[src/rtl/lstm_pkg.sv]
// rtl/lstm_pkg.sv - shared widths, fixed-point constants and FSM states for the LSTM cell-state stage
package lstm_pkg;

   localparam int WIDTH_DEF = 32;
   localparam int FRAC_DEF  = 20;

   localparam logic [31:0] FXP_ONE = 32'h0010_0000;
   localparam logic [31:0] SAT_MAX = 32'h7FFF_FFFF;
   localparam logic [31:0] SAT_MIN = 32'h8000_0000;

   typedef enum logic [2:0] {
      S_IDLE,
      S_LOAD,
      S_MUL_FC,
      S_MUL_IG,
      S_SUM,
      S_OUT
   } state_t;

endpackage

[src/rtl/fxp_mul.sv]
// rtl/fxp_mul.sv - signed WIDTHxWIDTH multiply rescaled by FRAC (floor); saturates when LSTM_CELL_SAT_EN is defined
module fxp_mul #(
   parameter int WIDTH = 32,
   parameter int FRAC  = 20
) (
   input  logic [WIDTH-1:0] a,
   input  logic [WIDTH-1:0] b,
   output logic [WIDTH-1:0] p,
   output logic             ovf
);

   logic [2*WIDTH-1:0] prod;

   assign prod = $signed({{WIDTH{a[WIDTH-1]}}, a}) * $signed({{WIDTH{b[WIDTH-1]}}, b});

`ifdef LSTM_CELL_SAT_EN
   logic [WIDTH-FRAC:0] top_bits;
   logic                unused_bits;

   // The kept field plus everything above it must be a pure sign extension.
   assign top_bits    = prod[2*WIDTH-1:FRAC+WIDTH-1];
   assign ovf         = !((&top_bits) || (~|top_bits));
   assign unused_bits = ^prod[FRAC-1:0];

   always_comb begin
      p = prod[FRAC+WIDTH-1:FRAC];
      if (ovf) begin
         p = prod[2*WIDTH-1] ? {1'b1, {(WIDTH-1){1'b0}}} : {1'b0, {(WIDTH-1){1'b1}}};
      end
   end
`else
   logic unused_bits;

   assign p           = prod[FRAC+WIDTH-1:FRAC];
   assign ovf         = 1'b0;
   assign unused_bits = ^{prod[2*WIDTH-1:FRAC+WIDTH], prod[FRAC-1:0]};
`endif

endmodule

[src/rtl/lstm_cell_state.sv]
// rtl/lstm_cell_state.sv - c_t = f*c_{t-1} + i*g, one element per handshake, with an internal c memory
// Optional macro LSTM_CELL_SAT_EN: saturate products and the final sum instead of wrapping.
module lstm_cell_state
   import lstm_pkg::*;
#(
   parameter int WIDTH    = WIDTH_DEF,
   parameter int FRAC     = FRAC_DEF,
   parameter int NUM_CELL = 8
) (
   input  logic                        clk,
   input  logic                        rst_n,
   input  logic                        i_start,
   input  logic                        i_clear,
   input  logic                        i_valid,
   output logic                        o_ready,
   input  logic [WIDTH-1:0]            i_f,
   input  logic [WIDTH-1:0]            i_i,
   input  logic [WIDTH-1:0]            i_g,
   output logic                        o_valid,
   input  logic                        i_ready,
   output logic [WIDTH-1:0]            o_c,
   output logic [$clog2(NUM_CELL)-1:0] o_idx,
   output logic                        o_done
);

   localparam int IW = $clog2(NUM_CELL);

   state_t           state, state_nxt;
   logic [IW-1:0]    idx;
   logic [WIDTH-1:0] f_r, i_r, g_r;
   logic [WIDTH-1:0] p_fc, p_ig;
   logic [WIDTH-1:0] mem [NUM_CELL];
   logic [WIDTH-1:0] mul_a, mul_b, mul_p;
   logic [WIDTH-1:0] sum_raw, sum_c;
   logic             mul_ovf_unused;
   logic             last;

   assign last  = (idx == IW'(NUM_CELL - 1));
   assign o_idx = idx;

   // One multiplier serves both products; operands switch with the state.
   assign mul_a = (state == S_MUL_FC) ? f_r      : i_r;
   assign mul_b = (state == S_MUL_FC) ? mem[idx] : g_r;

   fxp_mul #(
      .WIDTH (WIDTH),
      .FRAC  (FRAC)
   ) u_mul (
      .a   (mul_a),
      .b   (mul_b),
      .p   (mul_p),
      .ovf (mul_ovf_unused)
   );

   assign sum_raw = p_fc + p_ig;

`ifdef LSTM_CELL_SAT_EN
   logic sum_ovf;

   assign sum_ovf = (p_fc[WIDTH-1] == p_ig[WIDTH-1]) && (sum_raw[WIDTH-1] != p_fc[WIDTH-1]);
   assign sum_c   = !sum_ovf ? sum_raw :
                    p_fc[WIDTH-1] ? {1'b1, {(WIDTH-1){1'b0}}} : {1'b0, {(WIDTH-1){1'b1}}};
`else
   assign sum_c = sum_raw;
`endif

   always_ff @(posedge clk or negedge rst_n) begin
      if (!rst_n) begin
         state <= S_IDLE;
      end else begin
         state <= state_nxt;
      end
   end

   always_comb begin
      state_nxt = state;
      o_ready   = 1'b0;
      o_valid   = 1'b0;
      case (state)
         S_IDLE: begin
            if (!i_clear && i_start) begin
               state_nxt = S_LOAD;
            end
         end
         S_LOAD: begin
            o_ready = 1'b1;
            if (i_valid) begin
               state_nxt = S_MUL_FC;
            end
         end
         S_MUL_FC: state_nxt = S_MUL_IG;
         S_MUL_IG: state_nxt = S_SUM;
         S_SUM:    state_nxt = S_OUT;
         S_OUT: begin
            o_valid = 1'b1;
            if (i_ready) begin
               state_nxt = last ? S_IDLE : S_LOAD;
            end
         end
         default: state_nxt = S_IDLE;
      endcase
   end

   always_ff @(posedge clk or negedge rst_n) begin
      if (!rst_n) begin
         idx    <= '0;
         f_r    <= '0;
         i_r    <= '0;
         g_r    <= '0;
         p_fc   <= '0;
         p_ig   <= '0;
         o_c    <= '0;
         o_done <= 1'b0;
         for (int k = 0; k < NUM_CELL; k++) begin
            mem[k] <= '0;
         end
      end else begin
         o_done <= 1'b0;
         case (state)
            S_IDLE: begin
               if (i_clear) begin
                  for (int k = 0; k < NUM_CELL; k++) begin
                     mem[k] <= '0;
                  end
               end else if (i_start) begin
                  idx <= '0;
               end
            end
            S_LOAD: begin
               if (i_valid) begin
                  f_r <= i_f;
                  i_r <= i_i;
                  g_r <= i_g;
               end
            end
            S_MUL_FC: p_fc <= mul_p;
            S_MUL_IG: p_ig <= mul_p;
            S_SUM:    o_c  <= sum_c;
            S_OUT: begin
               // Write-back only on the output handshake, so a stalled element leaves memory intact.
               if (i_ready) begin
                  mem[idx] <= o_c;
                  if (last) begin
                     o_done <= 1'b1;
                  end else begin
                     idx <= idx + 1'b1;
                  end
               end
            end
            default: ;
         endcase
      end
   end

endmodule

[config.mk]
export PLATFORM = sky130hd
export DESIGN_NAME = lstm_cell_state
export DESIGN_NICKNAME = d
export VERILOG_FILES = /design/src/rtl/lstm_pkg.sv /design/src/rtl/fxp_mul.sv /design/src/rtl/lstm_cell_state.sv
export SDC_FILE = /design/constraint.sdc
export NUM_CORES = 2
export LEC_CHECK = 0
export BUFFER_PORTS_ARGS = -buffer_cell sky130_fd_sc_hd__buf_2
export CORE_ASPECT_RATIO = 0.8
export CORE_MARGIN = 10
export CORE_UTILIZATION = 50
export DETAILED_ROUTE_END_ITERATION = 8
export HOLD_SLACK_MARGIN = 0.15
export PLACE_DENSITY = 0.66
export SYNTH_ARGS = -nofsm -noshare
export SYNTH_HDL_FRONTEND = slang
export SYNTH_SLANG_ARGS = --single-unit
[constraint.sdc]
create_clock -name clk -period 11.9 [get_ports clk]
set_input_delay 1.785 -clock clk [delete_from_list [all_inputs] [get_ports clk]]
set_output_delay 1.785 -clock clk [all_outputs]
set_load 0.1 [all_outputs]
==> impl_metrics.tcl <==
set metrics [dict create \
    root_buffer "clkbuf_16" \
    crit_path_max_incr_delay_ns 1.05 \
    ant_nets 0 \
    rsz0062_at_grt "false" \
    grt_max_degree 145 \
    grt_pass1_wl_um 262100 \
    finalCriticalPeriod_ns 10.74 \
    cts_setup_buffers 0 \
    synth_warnings 0 \
    slowest_stage "nor2b_1" \
    relSlewSlack_pct 2.515 \
    cts_hold_buf 0 \
    critPathCaptureType "flip-flop" \
    dpl.hpwl_um 132900 \
    antennaDiodeCount 0 \
    die_area_mm2 0.1152 \
    cts_buffers 42 \
    yosys.area.top_type_share_pct 36.01 \
    fill_cells 9048 \
    avgSynthCellArea_um2 9.332 \
    cts_max_path_buffers 3 \
    min_period_over_period_pct 90.27 \
    first_pass_iters 5 \
    grt_antenna_before_repair 5 \
    outcome "complete, no violations" \
    crit_required_ns 12.33 \
    cp_common_cell "fa_1" \
    crit_fanout 20 \
    routed_wl_um 169800 \
    layout-drive-gt1-share_pct 10.09 \
    gp_congestion 0.9855 \
    yosys_register_bits 455 \
    synth_area_mm2 0.05098 \
    io_pins 140 \
    path_class "flip-flop to flip-flop" \
    coreArea_mm2 0.1008 \
    syn_to_final_growth_pct 7.908 \
    slew_viol_final 0 \
    netlist-cell-type-count 78 \
    io_buffers 139 \
    htree_levels 2 \
    hold_path_class "flip-flop to flip-flop" \
    netlist_instances 5463 \
    globalRouteTotalUtil_pct 29.88 \
    final.setup.tns_ns 0 \
    ctsResizeCount 0 \
    dieWidth_um 377.0 \
    hold_violations 0 \
    max_cap_violations 0 \
    pre_cts_ws_ns 1.492 \
    synth_seq_area_share_pct 22.33 \
    synth_edf_count 0 \
    drc_errors 0 \
    final_util_pct 54.55 \
    fmax_ghz 0.09309 \
    async_flop_share_pct 100.0 \
    clk_latency_ns 0.60 \
    cts_tree "built" \
    r2r_setup_slack_ns 1.16 \
    start_util_pct 50.55 \
    synth_area_leaders "fa_1, dfrtp_1, nand2_1" \
    grt-ovfl-total 0 \
    yosys.area.top_type "fa_1" \
    cts.sinks 455 \
    synth_nets 6682 \
    dr_total_vias 39898 \
    start_kind "flip-flop" \
    fin_hold_ws_ns 0.4771 \
    worstMarginPinSlew_ns 1.434 \
    synth_ff_type "dfrtp_1" \
    first_iter_violations 4123 \
    final-setup-viol-count 0 \
    layout_setup_ws_ns 1.158 \
    vias_per_cell 5.820 \
    grt_pass1_vias 41647 \
    wl_per_cell_um 24.78 \
    final_nets 6718 \
    clock_skew_ns 0.03959 \
    clkTransAtPathRegs_ns 0.07 \
    num_rows 104 \
    die_h_um 305.6 \
    cp.arrival_ns 11.18 \
]
registers in the layout, indices dropped and copies added (netlist names):
name / flops
mem: 256
f_r: 32
g_r: 32
i_r: 32
o_c: 32
p_fc: 32
p_ig: 32
o_idx: 3
state: 3
o_done: 1
cells in the mapped netlist (5+ instances only):
cell         n
xnor2_1     60
nor2_1     551
o21bai_1    12
nand2_1   1003
mux2i_1     72
xor2_1      31
nor2b_1     13
nor3b_1      6
mux2_2     109
mux4_2      18
a22oi_1      8
dfrtp_1    455
buf_1       12
inv_1      863
nand3b_1     6
buf_2       17
o31ai_1      7
nand3_1     22
nand4_1      8
ha_1       200
a211oi_1    11
a221oi_1    21
o21ai_0    373
a22o_1       8
o21a_1      15
and3_1      10
o211ai_1    11
clkbuf_1   258
nor3_1      10
a21o_1      59
and2_1      24
or2_2       17
and3b_1      5
o21ai_1     31
a21oi_1    109
nand2b_1    22
a31oi_1     13
fa_1       917
nor4_1       5
worst max-delay path: cells and delay by family, from the launching register on:
kind	cells	cell delay, ns
buffers and inverters	4	0.53
AOI/OAI and AO/OA	11	2.85
adders and majority gates	9	4.36
and+or+nand+nor	4	2.02
DFF	1	0.60
xor gates and xnor gates	1	0.19
layout make-up:
class	count	area (um^2)	share of cell area, %
Tap cell	1325	1658	3.014
Clock buffer	61	1192	2.167
Clock inverter	14	190.2	0.3457
Timing Repair Buffer	283	1837	3.339
Sequential cell	455	11390	20.71
Inverter	863	3239	5.888
Multi-Input combinational cell	3854	35500	64.54
metrics by stage:
step                std cells  instance area, um^2
floorplan                5463                50980
global placement         6780                53630
detailed placement       6780                53630
CTS                      6855                55010
global route             6855                55010
finish                   6855                55010
kinds of logic (layout without fill, tap and decap cells):
kind of cell,Yosys count,after routing,synth area share (%)
flops,455,455,22.33
simple gates,1721,1721,13.59
xor+xnor,92,92,1.608
buf+inv,1154,1221,8.568
compound gates,723,723,8.327
fa+ha+maj,1117,1117,40.92
mux,201,201,4.661
cells in the final DEF, fill, tap and decap left out, types with 24 or more instances in the layout:
master     Yosys  routed
dfrtp_1      455     452
nand2_1     1003    1000
inv_1        863     863
clkbuf_16      0      42
xnor2_1       60      60
a21oi_1      109     100
buf_2         17     138
a21o_1        59      59
and2_1        24      24
mux2i_1       72      54
ha_1         200     200
xor2_1        31      31
o21ai_0      373     369
nor2_1       551     550
fa_1         917     917
mux2_2       109     109
buf_4          4     140
layer usage:
| metal | global-route usage, % | vias up | wire [um] |
|---|---|---|---|
| li1 | - | 16887 | - |
| met1 | 42.58 | 20414 | 69410 |
| met2 | 42.84 | 2190 | 71450 |
| met3 | 8.880 | 407 | 21220 |
| met4 | 11.22 | 0 | 7775 |
| met5 | 0 | - | 0 |
path summary, 6_finish.rpt:
kind                                      start                   end  cells after the start
min in group asynchronous                 rst_n   o_c[27]$_DFFE_PN0P_                      1
max in group asynchronous                 rst_n   mem[64]$_DFFE_PN0P_                      3
setup / recovery           o_idx[1]$_DFFE_PN0P_  p_ig[30]$_DFFE_PN0P_                     29
hold reg to reg            mem[215]$_DFFE_PN0P_  mem[215]$_DFFE_PN0P_                      2
setup reg to reg           o_idx[1]$_DFFE_PN0P_  p_ig[30]$_DFFE_PN0P_                     29
hold / removal             mem[215]$_DFFE_PN0P_  mem[215]$_DFFE_PN0P_                      2
Power is not shown: default switching activity piles up to over one toggle a cycle in this logic, so the estimate is an artifact.
